## src/rtl/sample_ramwriter.sv

```systemverilog
// Periodic sample-RAM write engine: one full-width write every PERIOD clocks, pattern or captured data.
// First write lands INIT_DELAY+1 clocks after start; no backpressure, a capture slot with no sample is skipped.
module sample_ramwriter #(
  parameter int LANE_W     = 16,
  parameter int NUM_LANES  = 4,
  parameter int ADDR_W     = 14,
  parameter int START_ADDR = 1,
  parameter int PERIOD     = 500000,
  parameter int INIT_DELAY = 4
) (
  input  logic                          i_clk,
  input  logic                          i_rst_n,
  input  logic                          i_enable,
  input  logic                          i_capture,
  input  logic                          i_wrap,
  input  logic [LANE_W*NUM_LANES-1:0]   i_sample,
  input  logic                          i_sample_valid,
  output logic [LANE_W*NUM_LANES-1:0]   o_data,
  output logic [ADDR_W-1:0]             o_address,
  output logic [LANE_W*NUM_LANES/8-1:0] o_byteen,
  output logic                          o_wbit,
  output logic                          o_busy,
  output logic                          o_done,
  output logic                          o_overrun,
  output logic [ADDR_W:0]               o_count
);

  localparam int DW   = LANE_W * NUM_LANES;
  localparam int TMAX = (PERIOD > INIT_DELAY) ? PERIOD : INIT_DELAY + 1;
  localparam int TW   = $clog2(TMAX + 1);

  typedef enum logic [2:0] {S_IDLE, S_INIT, S_WRITE, S_WAIT, S_STOP} state_t;

  state_t            r_state;
  state_t            w_next;
  logic [TW-1:0]     r_timer;
  logic              r_capture;
  logic              r_wrap;
  logic              r_pend;
  logic [DW-1:0]     r_hold;
  logic [LANE_W-1:0] r_base;
  logic [DW-1:0]     w_pattern;
  logic              w_slot;
  logic              w_ready;
  logic              w_top;
  logic              w_go_write;
  logic              w_consume;
  logic              w_active;

  // The timer keeps running through WRITE so slots stay on a fixed PERIOD grid.
  assign w_slot     = ((r_state == S_INIT) && (r_timer == TW'(INIT_DELAY))) ||
                      ((r_state == S_WAIT) && (r_timer == TW'(PERIOD - 1)));
  assign w_ready    = !r_capture || r_pend;
  assign w_top      = &o_address;
  assign w_go_write = (w_next == S_WRITE);
  assign w_consume  = w_go_write && r_capture;
  assign w_active   = (r_state == S_INIT) || (r_state == S_WRITE) || (r_state == S_WAIT);
  assign o_byteen   = '1;

  always_comb begin
    w_pattern = '0;
    for (int k = 0; k < NUM_LANES; k++) begin
      w_pattern[k*LANE_W +: LANE_W] = r_base + LANE_W'(k);
    end
  end

  always_ff @(posedge i_clk or negedge i_rst_n) begin
    if (!i_rst_n) begin
      r_state <= S_IDLE;
    end else begin
      r_state <= w_next;
    end
  end

  always_comb begin
    w_next = r_state;
    case (r_state)
      S_IDLE: begin
        if (i_enable) w_next = S_INIT;
      end
      S_INIT, S_WAIT: begin
        if (!i_enable)   w_next = S_IDLE;
        else if (w_slot) w_next = w_ready ? S_WRITE : S_WAIT;
      end
      S_WRITE: begin
        if (!i_enable)            w_next = S_IDLE;
        else if (w_top && !r_wrap) w_next = S_STOP;
        else                       w_next = S_WAIT;
      end
      S_STOP: begin
        if (!i_enable) w_next = S_IDLE;
      end
      default: w_next = S_IDLE;
    endcase
  end

  always_comb begin
    o_wbit = (r_state == S_WRITE);
    o_busy = (r_state != S_IDLE);
    o_done = (r_state == S_STOP);
  end

  always_ff @(posedge i_clk or negedge i_rst_n) begin
    if (!i_rst_n) begin
      r_timer   <= '0;
      r_capture <= 1'b0;
      r_wrap    <= 1'b0;
      r_base    <= '0;
      o_data    <= '0;
      o_address <= ADDR_W'(START_ADDR);
      o_count   <= '0;
    end else begin
      if (r_state == S_IDLE)       r_timer <= '0;
      else if (r_state != S_STOP)  r_timer <= w_slot ? '0 : r_timer + TW'(1);

      if ((r_state == S_IDLE) && i_enable) begin
        r_capture <= i_capture;
        r_wrap    <= i_wrap;
        r_base    <= '0;
        o_address <= ADDR_W'(START_ADDR);
        o_count   <= '0;
      end

      if (w_go_write) begin
        o_data <= r_capture ? r_hold : w_pattern;
        if (!r_capture) r_base <= r_base + LANE_W'(NUM_LANES);
      end

      // A one-shot fill parks on the top address rather than rolling to zero.
      if (r_state == S_WRITE) begin
        if (~&o_count) o_count <= o_count + (ADDR_W+1)'(1);
        if (!w_top)      o_address <= o_address + ADDR_W'(1);
        else if (r_wrap) o_address <= ADDR_W'(START_ADDR);
      end
    end
  end

  always_ff @(posedge i_clk or negedge i_rst_n) begin
    if (!i_rst_n) begin
      r_hold    <= '0;
      r_pend    <= 1'b0;
      o_overrun <= 1'b0;
    end else if ((r_state == S_IDLE) && i_enable) begin
      r_pend    <= 1'b0;
      o_overrun <= 1'b0;
    end else if (w_active && i_sample_valid) begin
      r_hold <= i_sample;
      r_pend <= 1'b1;
      if (r_pend && !w_consume) o_overrun <= 1'b1;
    end else if (w_consume) begin
      r_pend <= 1'b0;
    end
  end

endmodule

```

## config.mk

```make
export PLATFORM = sky130hd
export DESIGN_NAME = sample_ramwriter
export DESIGN_NICKNAME = d
export VERILOG_FILES = /design/src/rtl/sample_ramwriter.sv
export SDC_FILE = /design/constraint.sdc
export NUM_CORES = 1
export LEC_CHECK = 0
export ABC_AREA = 1
export CAP_MARGIN = 20
export CORE_ASPECT_RATIO = 1.4
export CORE_UTILIZATION = 45
export CTS_BUF_LIST = sky130_fd_sc_hd__clkbuf_4 sky130_fd_sc_hd__clkbuf_8
export CTS_CLUSTER_DIAMETER = 50
export DETAILED_ROUTE_END_ITERATION = 10
export PLACE_DENSITY = 0.7
export SLEW_MARGIN = 20
export SYNTH_ARGS = -nofsm -noshare
export SYNTH_HDL_FRONTEND = slang
export SYNTH_SLANG_ARGS = --single-unit
```

## constraint.sdc

```tcl
create_clock -name i_clk -period 2.8 [get_ports i_clk]
set_clock_uncertainty 0.1 [all_clocks]
set_input_delay 0.7 -clock i_clk [delete_from_list [all_inputs] [get_ports i_clk]]
set_output_delay 0.7 -clock i_clk [all_outputs]
set_load 0.02 [all_outputs]
```

==> out/results.ini, run 1 <==
[sta]
period_share = 0.932
worstMarginPinSlew_ps = 585
fin_ws_ps = 189
setup_viol = 0
maxSlewViolCount = 0
final-hold-violation-count = 0
fmax_mhz = 383
tns_ps = 0
fin_crit_ps = 2610
slew_headroom = 0.610
rsz0062_at_grt = no

[clock_tree]
clock-sinks = 199
htreeDepth = 4
cts.clk_slew.worst_paths_ps = 100
cts_tree = yes
clockBufferDepth = 2
cts_buffers = 17
clock_latency_ps = 490
post_cts_buffers = 0
cts_root_buf = clkbuf_8

[floorplanning]
dieArea_mm2 = 0.0233
die_x_um = 129
core_mm2 = 0.0220
initial_core_util = 0.463
ioPinCount = 175
num_rows = 64
die_height_um = 180

[drt]
ant_nets = 0
drt-wirelength-per-cell_um = 16.1
wl_um = 27100
viasPerCell = 5.14
vias = 8690
first_pass_iters = 7
drtIter0Drc = 600
drc = 0

[grt]
grt_antenna_before_repair = 3
grt_pass1_wl_um = 43400
grt_pass1_vias = 8375
grt_usage = 0.243
overflow = 0
grt_max_degree = 63

[pwr]
seqPwrFrac = 0.498
power_mw = 7.29
ir_drop_v = 0.000312
leakagePower_nw = 5.69
swShare = 0.316
combPwrFrac = 0.252
p_int_mw = 4.99
p_clk_frac = 0.250
power.density_mw_per_mm2 = 579
power.switching_mw = 2.31

[place]
port_buffers = 166
place_hpwl_um = 19500
dp_slack_ps = 200
gp_congestion = 0.924

[cells_and_area]
final_cell_mix = 359 x nand2_1, 197 x dfrtp_1, 162 x clkdlybuf4s50_1, 113 x o21ai_0, 109 x inv_1
nNetsFinal = 1459
layout_commonest_cell = nand2_1
area_growth_pct = 23.6
fillers = 2020
drive_gt1_frac = 0.0899
seq_area_mm2 = 0.00498
multiInputGateArea_mm2 = 0.00451

[yosys]
synth_warnings = 0
yosysSeqAreaShare = 0.489
yosysTopAreaCellShare = 0.486
ys.flop_type = dfrtp_1
synth_cell_type_count = 40
synth.top_cells.by_area = dfrtp_1 49%, nand2_1 13%, o21ai_0 5.5%
synth_edf_count = 0
synth_seq_cells = 199
syn_inst = 1224
synth_top_cell_by_area = dfrtp_1
synthArstFlopShare = 1.00
syn_area_mm2 = 0.0102
avgSynthCellArea_um2 = 8.33

[worst_hold_path]
hold_class = primary input to async pin

[run]
cap_violations = 0

[setup_path]
start_kind = flop
endpoint_kind = output port
required_ps = 2000
cp.arrival_ps = 1810
cp_max_fo = 5
path_class = flop to output port

[run_status]
outcome = finished, final reports clean

-- synth_stat cells (2+ instances only) --
cell type and count:
o21ai_0 113, nand4_1 8, ha_1 9, o21ai_1 4
xor2_1 57, nand3_2 2, nor2_2 2, nor2_1 78
o22ai_1 17, nor3_1 24, buf_2 11, inv_1 109
o31ai_1 3, nand2_1 359, clkbuf_1 34, nand2_4 2
buf_4 8, nand3_1 67, a21boi_0 2, nor2_4 3
dfrtp_1 198, buf_6 7, mux2_2 48, xnor2_1 7
nand2_2 4, a21oi_1 34
-- registers in the layout, summed over array words and instances, names as in the netlist --
signal and cells:
o_data 64, r_hold 64, r_timer 19, r_base 16, o_count 15, o_address 14
r_state 3, o_overrun 1, r_capture 1, r_pend 1, r_wrap 1
-- metal layers --
layer / GRT usage / up-vias / part of all wire
li1: - / 4221 / -
met1: 0.313 / 4194 / 0.42
met2: 0.401 / 228 / 0.50
met3: 0.0469 / 45 / 0.047
met4: 0.0908 / 2 / 0.024
met5: 0 / - / 0.00048
-- kinds of logic after synthesis --
group | Yosys count | share of synthesized area
AOI/OAI and AO/OA | 178 | 0.0930
xor gates and xnor gates | 64 | 0.0550
adders and majority gates | 9 | 0.0110
buffers and inverters | 172 | 0.0729
DFF | 199 | 0.489
muxes | 49 | 0.0540
other | 1 | 0.000368
and+or+nand+nor | 552 | 0.225
-- final cells by class --
class	instances	area share
Sequential cell	199	0.395
Clock buffer	18	0.0192
Inverter	110	0.0328
Antenna cell	2	0.000397
Tap cell	297	0.0295
Timing Repair Buffer	192	0.155
Clock inverter	12	0.0104
Multi-Input combinational cell	860	0.358
-- metrics by stage --
stage | instances | instance area, um2 | hold slack (ps) | util
floorplan | 1231 | 10200 | 304 | -
global placement | 1658 | 12200 | 365 | 0.555
detailed placement | 1658 | 12200 | 364 | 0.555
CTS | 1688 | 12600 | 84.7 | 0.572
global route | 1690 | 12600 | 84.2 | 0.572
finish | 1690 | 12600 | 72.3 | 0.572
-- what timing repair did --
item	4_1_cts	5_1_grt
endpoints found under the hold margin	0	0
gates resized for setup	2	1
hold buffers	0	0
setup endpoints to repair	2	1
-- power by group through the flow --
stage,combinational (mW),sequential [mW],clock (mW)
4_1_cts,1.85,3.63,1.87
5_1_grt,2.04,3.68,1.98
6_report,1.84,3.63,1.83
3_3_place_gp,1.81,3.67,0
3_5_place_dp,1.85,3.69,0
2_1_floorplan,0.931,3.79,0
-- critical path, cell delays in order, from the launching register on --
cell	delay, ps
dfrtp_1	450
nor2_1	190
inv_1	120
nor2_1	200
inv_1	60
dlygate4sd2_1	320
-- path summary, 6_finish.rpt --
path | startpoint | to | slack [ps] | cells after the start
min | i_rst_n | o_count[5] | 70 | 1
max reg2reg | o_address[0] | r_base[7] | 360 | 14
min in group i_clk | o_data[59] | o_data[59] | 390 | 2
max in group asynchronous | i_rst_n | o_data[15] | 1750 | 2
min reg2reg | o_data[59] | o_data[59] | 390 | 2
max | r_state[1] | o_busy | 190 | 5
No activity file was read; power rests on OpenSTA's default activity.
==> run 2: changes to the inputs <==
--- a/config.mk
+++ b/config.mk
@@ -9,9 +9,10 @@
 export CAP_MARGIN = 20
 export CORE_ASPECT_RATIO = 1.4
 export CORE_UTILIZATION = 45
-export CTS_BUF_LIST = sky130_fd_sc_hd__clkbuf_4 sky130_fd_sc_hd__clkbuf_8
+export CTS_BUF_LIST = sky130_fd_sc_hd__clkbuf_4 sky130_fd_sc_hd__clkbuf_8 sky130_fd_sc_hd__clkbuf_16
 export CTS_CLUSTER_DIAMETER = 50
 export DETAILED_ROUTE_END_ITERATION = 10
+export GPL_TIMING_DRIVEN = 0
 export PLACE_DENSITY = 0.7
 export SLEW_MARGIN = 20
 export SYNTH_ARGS = -nofsm -noshare
==> run 2 against run 1 <==
Against the previous run: clock-buffer cell count is 1 higher; combinational power is 4% higher; non-clock buffer count is 39 higher; sequential power hardly changed; highest routed layer is now met4; hold slack better by 310 ps; sequential cell count stayed put; utilization is 1.8 points higher; critical endpoint unchanged; register-to-register slack worse by 240 ps.
==> out/results.ini, run 2 (same netlist as run 1, synthesis figures left out) <==
[cells_and_area]
drive_gt1_frac = 0.0943  ; +0.00441
post-route-util = 0.590  ; +0.0177
nNetsFinal = 1498  ; +2.7%
area_growth_pct = 27.4
layout_commonest_cell = nand2_1
final_cell_mix = 359 x nand2_1, 198 x dfrtp_1, 163 x clkdlybuf4s50_1, 113 x o21ai_0, 108 x inv_1
reg_top3 = o_data (64), r_hold (64), r_timer (19)

[sta]
maxSlewViolCount = 0  ; unchanged
slew_headroom = 0.524  ; -0.0866
fin_ws_ps = 85.8  ; -103 ps
period_share = 0.969  ; +0.0369
final-hold-violation-count = 0  ; unchanged
setup_viol = 0  ; unchanged
fin_crit_ps = 2710  ; +103 ps
fmax_mhz = 368  ; -3.8%
worstMarginPinSlew_ps = 714  ; +130 ps

[place]
dp_slack_ps = -222  ; -422 ps
gp_congestion = 0.954  ; +3.2%
port_buffers = 166  ; unchanged
place_hpwl_um = 21900  ; +12%

[floorplanning]
initial_core_util = 0.463  ; unchanged
core_mm2 = 0.0220  ; unchanged
die_x_um = 129  ; unchanged
num_rows = 64  ; unchanged
dieArea_mm2 = 0.0233  ; unchanged
ioPinCount = 175  ; unchanged
die_height_um = 180  ; unchanged

[drt]
routed.top_layer = met4
drtIter0Drc = 646  ; +7.7%
first_pass_iters = 5  ; -2
routed-wl-met3_um = 1380  ; +9.1%
drc = 0  ; unchanged
ant_nets = 0  ; unchanged
viasPerCell = 5.14  ; -0.12%
vias = 8885  ; +2.2%
met1_length_um = 12900  ; +12%
wl_um = 29600  ; +9.2%
wl_met2_um = 14700  ; +7.5%
drt-wirelength-per-cell_um = 17.1  ; +6.7%

[clock_tree]
clockBufferDepth = 2  ; unchanged
clock_latency_ps = 450  ; -40 ps
cts_buffers = 17  ; unchanged
cts.clk_slew.worst_paths_ps = 70  ; -30 ps
cts_root_buf = clkbuf_16
clock-sinks = 199  ; unchanged
cts_tree = yes
htreeDepth = 4  ; unchanged

[grt]
grt_pass1_wl_um = 47300  ; +8.9%
grt_pass1_vias = 8778  ; +4.8%
grt_usage = 0.269  ; +0.0263
grt_antenna_before_repair = 1  ; -2
overflow = 0  ; unchanged
grt_max_degree = 88  ; +40%

[worst_hold_path]
hold_class = flop to flop

[pwr]
ir_drop_v = 0.000468  ; +50%
leakagePower_nw = 5.86  ; +2.9%
power.density_mw_per_mm2 = 631  ; +9.0%

[setup_path]
required_ps = 2000  ; about the same
cp_max_fo = 5  ; unchanged
r2r_setup_slack_ps = 120  ; -240 ps
path_class = flop to output port
cp.arrival_ps = 1910  ; +100 ps
start_kind = flop
endpoint_kind = output port

[run_status]
outcome = finished, final reports clean

[run]
cap_violations = 0  ; unchanged

-- run 2: cell types whose count changed in the layout (fill, tap and decap cells not counted), moves of 5 or more --
cell / change
clkbuf_16: +17
buf_2: +11
clkbuf_1: +32
buf_12: -7
buf_6: +7
buf_4: -10
inv_6: +5
clkbuf_8: -16
-- run 2: final timing paths --
kind / from / to / cells after the start
setup / recovery: r_state[1] / o_busy / 5
hold / removal: o_data[50] / o_data[50] / 2
setup reg to reg: r_base[3] / o_data[62] / 10
hold reg to reg: o_data[50] / o_data[50] / 2
max in group asynchronous: i_rst_n / o_data[46] / 4
min in group asynchronous: i_rst_n / o_count[5] / 2
-- run 2: routing by layer --
layer / vias to the layer above / GRT usage
li1: 4317 / -
met1: 4256 / 0.353
met2: 273 / 0.446
met3: 39 / 0.0428
met4: 0 / 0.0979
met5: - / 0
-- run 2: report_power, final --
group / internal (mW) / total (mW) / switching (mW)
clock: 1.48 / 2.66 / 1.17
sequential: 3.36 / 3.63 / 0.268
combinational: 0.835 / 1.91 / 1.08
-- run 2: area by class of cell --
type,count,area (um2)
fillers,2003,9030
flip-flops and latches,199,4980
multi-input cells,860,4520
repair buffers,170,1740
clock buffers,19,453
inverters,110,417
well taps,297,372
plain buffers,61,328
clock inverters,13,180
diodes,1,2.50
-- run 2: per-stage QoR --
stage               hold slack, ps  std cells  total power, mW  cell area, um2  setup TNS, ps
finish                         379       1730             8.20           13000              0
floorplan                      304       1231             4.72           10200              0
CTS                            385       1729             8.26           13000              0
global placement               363       1694             5.53           12300       -1488220
detailed placement             364       1696             5.58           12300          -2820
global route                   396       1729             8.59           13000          -17.0
-- run 2: what timing repair did --
item                                    in CTS  in global routing
endpoints found under the hold margin       27                  0
gates resized for setup                      4                  6
buffers inserted                             1                  0
pin swaps                                    0                  0
endpoints found under the setup margin       2                 10
hold buffers                                 1                  0
-- run 2: critical path, stage by stage, from the launching register on --
cell,delay [ps]
dfrtp_1,470
nor2_2,160
inv_1,90
nor2_1,150
inv_1,60
clkdlybuf4s50_1,530
==> run 3: changes to the inputs <==
==> constraint.sdc (replaced) <==
create_clock -name i_clk -period 3.25 [get_ports i_clk]
set_clock_uncertainty 0.1 [all_clocks]
set_input_delay 0.8125 -clock i_clk [delete_from_list [all_inputs] [get_ports i_clk]]
set_output_delay 0.8125 -clock i_clk [all_outputs]
set_load 0.02 [all_outputs]
==> run 3 against run 2 <==
Against the previous run: clock-buffer cell count did not move; combinational power down 14%; sequential cell count stayed put; critical path type unchanged; critical endpoint is now o_done.
==> out/results.ini, run 3 (same netlist as run 1, synthesis figures left out) <==
[pwr]
swShare = 0.307  ; about the same
power.density_mw_per_mm2 = 544  ; -14%
power.switching_mw = 2.17  ; -14%
ir_drop_v = 0.000404  ; -14%
seqPwrFrac = 0.443  ; about the same
p_int_mw = 4.89  ; -14%
p_clk_frac = 0.324  ; about the same
combPwrFrac = 0.233  ; about the same
leakagePower_nw = 5.84  ; -0.35%

[cells_and_area]
area_growth_pct = 27.2
nNetsFinal = 1499  ; +0.067%
fillers = 2004  ; +0.050%
layout_commonest_cell = nand2_1
post-route-util = 0.589  ; -0.000909
reg_top3 = o_data (64), r_hold (64), r_timer (19)
drive_gt1_frac = 0.0921  ; -0.00216
final_cell_mix = 359 x nand2_1, 198 x dfrtp_1, 165 x clkdlybuf4s50_1, 113 x o21ai_0, 108 x inv_1

[grt]
overflow = 0  ; unchanged
grt_pass1_vias = 8759  ; -0.22%
grt_max_degree = 88  ; unchanged
grt_pass1_wl_um = 47200  ; -0.21%
grt_usage = 0.269  ; -0.000572
grt_antenna_before_repair = 1  ; unchanged

[clock_tree]
clockBufferDepth = 2  ; unchanged
cts_buffers = 17  ; unchanged
cts_tree = yes
cts_root_buf = clkbuf_16
clock-sinks = 199  ; unchanged
htreeDepth = 4  ; unchanged
cts.clk_slew.worst_paths_ps = 70  ; about the same
clock_latency_ps = 450  ; about the same

[setup_path]
crit_family = buffers and inverters
crit_slowest_cell = clkdlybuf4s50_1
r2r_cells = 8  ; -2
crit_top_cell = nor2_1
cp.arrival_ps = 2220  ; +310 ps
cp_num_buf_inv = 2  ; -1
path_class = flop to output port
r2r_setup_slack_ps = 550  ; +430 ps
start_kind = flop
path_cells = nor2_1 -> inv_1 -> nor2_1 -> clkdlybuf4s50_1
endpoint_kind = output port
r2r-start = r_capture
reg2reg_to = r_base[5]
required_ps = 2340  ; +340 ps
cp_max_fo = 5  ; unchanged
slowest_delay_ps = 690  ; +160 ps

[floorplanning]
ioPinCount = 175  ; unchanged
dieArea_mm2 = 0.0233  ; unchanged
num_rows = 64  ; unchanged
die_height_um = 180  ; unchanged
initial_core_util = 0.463  ; unchanged
core_mm2 = 0.0220  ; unchanged
die_x_um = 129  ; unchanged

[drt]
drc = 0  ; unchanged
viasPerCell = 5.13  ; about the same
ant_nets = 0  ; unchanged
drt-wirelength-per-cell_um = 17.0  ; -0.51%
vias = 8886  ; +0.011%
wl_um = 29500  ; -0.45%
drtIter0Drc = 562  ; -13%
first_pass_iters = 5  ; unchanged

[sta]
final-hold-violation-count = 0  ; unchanged
fmax_mhz = 320
period_share = 0.963
fin_crit_ps = 3130
slew_headroom = 0.513  ; -0.0103
maxSlewViolCount = 0  ; unchanged
hold_ws_ps = 101  ; -279 ps
setup_viol = 0  ; unchanged
worstMarginPinSlew_ps = 724  ; +9.84 ps
rsz0062_at_grt = no

[place]
place_hpwl_um = 21900  ; unchanged
gp_congestion = 0.954  ; unchanged
port_buffers = 166  ; unchanged

[run]
cap_violations = 0  ; unchanged

[run_status]
outcome = finished, final reports clean

[worst_hold_path]
hold_class = primary input to async pin

==> run 3: cell types whose count changed in the layout (fill, tap and decap cells not counted), moves of 2 or more <==
| cell | delta |
|---|---|
| nor2_2 | -2 |
| buf_4 | +2 |
| nor2_1 | +2 |
| clkdlybuf4s50_1 | +2 |
==> run 3: worst max-delay path by stage <==
stage,endpoint,depth (start not counted),startpoint
after CTS,o_wbit,4,r_state[2]
final,o_done,4,r_state[1]
after global routing,o_done,4,r_state[1]
after detailed placement,r_hold[40],5,i_sample_valid
after floorplan,o_data[57],14,o_address[0]
after global placement,o_data[55],1,i_rst_n
==> run 3: routing by layer <==
metal	part of all wire	up-vias	global-route usage
li1	-	4313	-
met1	0.43	4271	0.352
met2	0.49	255	0.445
met3	0.048	47	0.0428
met4	0.025	0	0.0979
met5	0	-	0
==> run 3: power groups by stage <==
stage          sequential [mW]  combinational, mW  clock, mW
2_1_floorplan             3.27              0.802          0
4_1_cts                   3.12               1.66       2.33
5_1_grt                   3.17               1.81       2.42
3_5_place_dp              3.17               1.64          0
6_report                  3.12               1.64       2.29
3_3_place_gp              3.16               1.60          0
==> run 3: cell type report <==
class / count / area (um2) / share of cell area
multi-input combinational: 860 / 4500 / 0.347
sequential: 199 / 4980 / 0.384
antenna: 1 / 2.50 / 0.000193
clock inverter: 13 / 180 / 0.0139
timing repair buffer: 171 / 1740 / 0.134
buffer: 61 / 327 / 0.0252
clock buffer: 19 / 453 / 0.0349
tap: 297 / 372 / 0.0286
inverter: 110 / 417 / 0.0321
==> run 3: metrics by stage <==
step	power, mW	setup TNS [ps]	cells	cell area (um2)	worst slack (ps)
3_3_place_gp	4.77	-1418190	1694	12300	-7170
6_report	7.06	0	1731	13000	122
4_1_cts	7.11	0	1727	12900	92.8
5_1_grt	7.40	0	1730	13000	11.8
3_5_place_dp	4.81	0	1696	12300	115
2_1_floorplan	4.07	0	1231	10200	973
==> run 3: what timing repair did <==
item                                    4_1_cts  5_1_grt
resized for setup                             1        0
endpoints found under the setup margin        1        1
setup buffers                                 0        3
hold buffers                                  0        0
pin swaps                                     0        0
hold endpoints to repair                      0        0
==> RTL change, RTL diff (settings of run 2) <==
Reset style: synchronous (`i_rst_n`), changed in 3 clocked blocks.
--- a/src/rtl/sample_ramwriter.sv
+++ b/src/rtl/sample_ramwriter.sv
@@ -66,3 +66,3 @@
 
-  always_ff @(posedge i_clk or negedge i_rst_n) begin
+  always_ff @(posedge i_clk) begin
     if (!i_rst_n) begin
@@ -102,3 +102,3 @@
 
-  always_ff @(posedge i_clk or negedge i_rst_n) begin
+  always_ff @(posedge i_clk) begin
     if (!i_rst_n) begin
@@ -137,3 +137,3 @@
 
-  always_ff @(posedge i_clk or negedge i_rst_n) begin
+  always_ff @(posedge i_clk) begin
     if (!i_rst_n) begin
Function: differs if i_rst_n is asserted again (counterexample within 4 cycles, from zero or initial values and one cycle with i_rst_n low); with i_rst_n held inactive, the same outputs for 10 cycles.
==> RTL change against run 2 <==
Design area decreased by 7.8%; critical path depth increased by 7; routed wire length decreased by 0.49%; sequential cell count unchanged; die area decreased by 8.0%; global-route usage increased by 1.4 points; register-to-register slack improved by 0.12 ns; non-clock buffer count increased by 14; area after synthesis decreased by 8.1%; synthesized cell count increased by 10%; setup slack improved by 0.16 ns.
Power is not compared: it rests on default switching activity, and its combinational part moved more than twofold at a synthesized area within 25%.
==> RTL change: results (changes against run 2) <==
Final GP Congestion -> 0.967 (was 0.954)
All-Layer GR Usage -> 28.3% (was 26.9%)
Net total in the final layout -> 1620 (was 1498)
Endpoint with the worst hold slack -> r_hold[33]$_SDFFE_PN0P_ (was o_data[50]$_DFFE_PN0N_)
Multi-input gate count -> 966 (was 860)
Maximum clock frequency -> 391 MHz (was 368 MHz)
Result of the run -> completed (unchanged)
Gate family responsible for the most delay along the worst path -> simple AND/OR/NAND/NOR gates (was buffers and inverters)
Worst hold slack after final layout -> 0.349 ns (was 0.379 ns)
Post-placement cell area -> 0.0114 mm² (was 0.0123 mm²)
Buffers inserted during post-CTS setup optimization -> 0 (was 1)
Post-placement setup slack -> -0.563 ns (was -0.222 ns)
Synthesized netlist cell count -> 1349 (was 1224)
Most numerous cell types in the synthesized netlist -> sky130_fd_sc_hd__nand2_1 (305), sky130_fd_sc_hd__dfxtp_1 (199), sky130_fd_sc_hd__nor2_1 (177) (was sky130_fd_sc_hd__nand2_1 (359), sky130_fd_sc_hd__dfrtp_1 (198), sky130_fd_sc_hd__o21ai_0 (113))
Sequential share of cell area -> 33.3% (was 38.3%)
Wirelength, routed -> 29500 µm (was 29600 µm)
Path type of the worst setup path -> flop to flop (was flop to primary output)
Maximum fanout count along the critical path -> 9 (was 5)
Layout cell share with drive strength beyond 1 -> 4.70% (was 9.43%)
Sequential fraction of the synthesis area -> 42.5% (was 48.9%)
Global-route wire length before repair -> 46500 µm (was 47300 µm)
Num sequential -> 199 (unchanged)
Area used by sequential logic in the layout -> 0.00399 mm² (was 0.00498 mm²)
Number of inverters outside the clock class in the layout -> 112 (was 110)
Largest cells by area after synthesis -> sky130_fd_sc_hd__dfxtp_1 (43%), sky130_fd_sc_hd__nand2_1 (12%), sky130_fd_sc_hd__o21ai_0 (8.9%), sky130_fd_sc_hd__a21oi_1 (7.1%), sky130_fd_sc_hd__nor2_1 (7.1%) (was sky130_fd_sc_hd__dfrtp_1 (49%), sky130_fd_sc_hd__nand2_1 (13%), sky130_fd_sc_hd__o21ai_0 (5.5%), sky130_fd_sc_hd__mux2_2 (5.3%), sky130_fd_sc_hd__xor2_1 (4.9%))
Arrival time worst endpoint -> 2.75 ns (was 1.91 ns)
Launch instance of the worst min-delay path -> r_hold[33]$_SDFFE_PN0P_ (was o_data[50]$_DFFE_PN0N_)
Combined area of the multi-input logic cells -> 0.00462 mm² (was 0.00452 mm²)
Largest net degree at the start of global routing -> 19 (was 88)
## RTL change: worst register-to-register path: stages (launching register included)
cell	delay, ns
sky130_fd_sc_hd__dfxtp_2	0.49
sky130_fd_sc_hd__ha_1	0.38
sky130_fd_sc_hd__inv_1	0.10
sky130_fd_sc_hd__nor2_1	0.35
sky130_fd_sc_hd__nand2_1	0.15
sky130_fd_sc_hd__nor2_1	0.16
sky130_fd_sc_hd__nand3_1	0.15
sky130_fd_sc_hd__nor2_1	0.12
sky130_fd_sc_hd__nand2_1	0.06
sky130_fd_sc_hd__nand3_1	0.12
sky130_fd_sc_hd__o21ai_0	0.10
sky130_fd_sc_hd__nand2_1	0.09
sky130_fd_sc_hd__a21oi_1	0.05
## RTL change: repair_timing
action                     4_1_cts  5_1_grt
gates resized for setup          4        4
setup endpoints to repair       10        6
cloned                           0        0
## RTL change: cells by family (layout without fill, tap and decap cells)
logic type | count (synthesis) | count (layout) | share of synthesized area (%)
XOR/XNOR | 47 | 47 | 4.40
adder cells (fa/ha/maj) | 9 | 9 | 1.20
flip-flops | 199 | 199 | 42.5
AO/OA/AOI/OAI | 331 | 331 | 18.7
AND/OR/NAND/NOR | 571 | 571 | 24.7
buffers and inverters | 191 | 389 | 8.46
other | 1 | 8 | 0.0400
## RTL change: layer usage
metal	GRT usage, %	part of all wire (%)	vias to the layer above
met5	0	0	-
met4	14.2	4.5	0
met3	3.69	4.2	64
met2	49.1	51	291
met1	33.5	41	4403
li1	-	-	4743
## RTL change: power groups by stage
stage	sequential [mW]	combinational, mW	clock, mW
floorplan	2.97	0.236	0
global placement	2.97	0.439	0
detailed placement	2.98	0.443	0
CTS	2.91	0.444	2.50
global route	2.91	0.494	2.62
finish	2.91	0.446	2.49
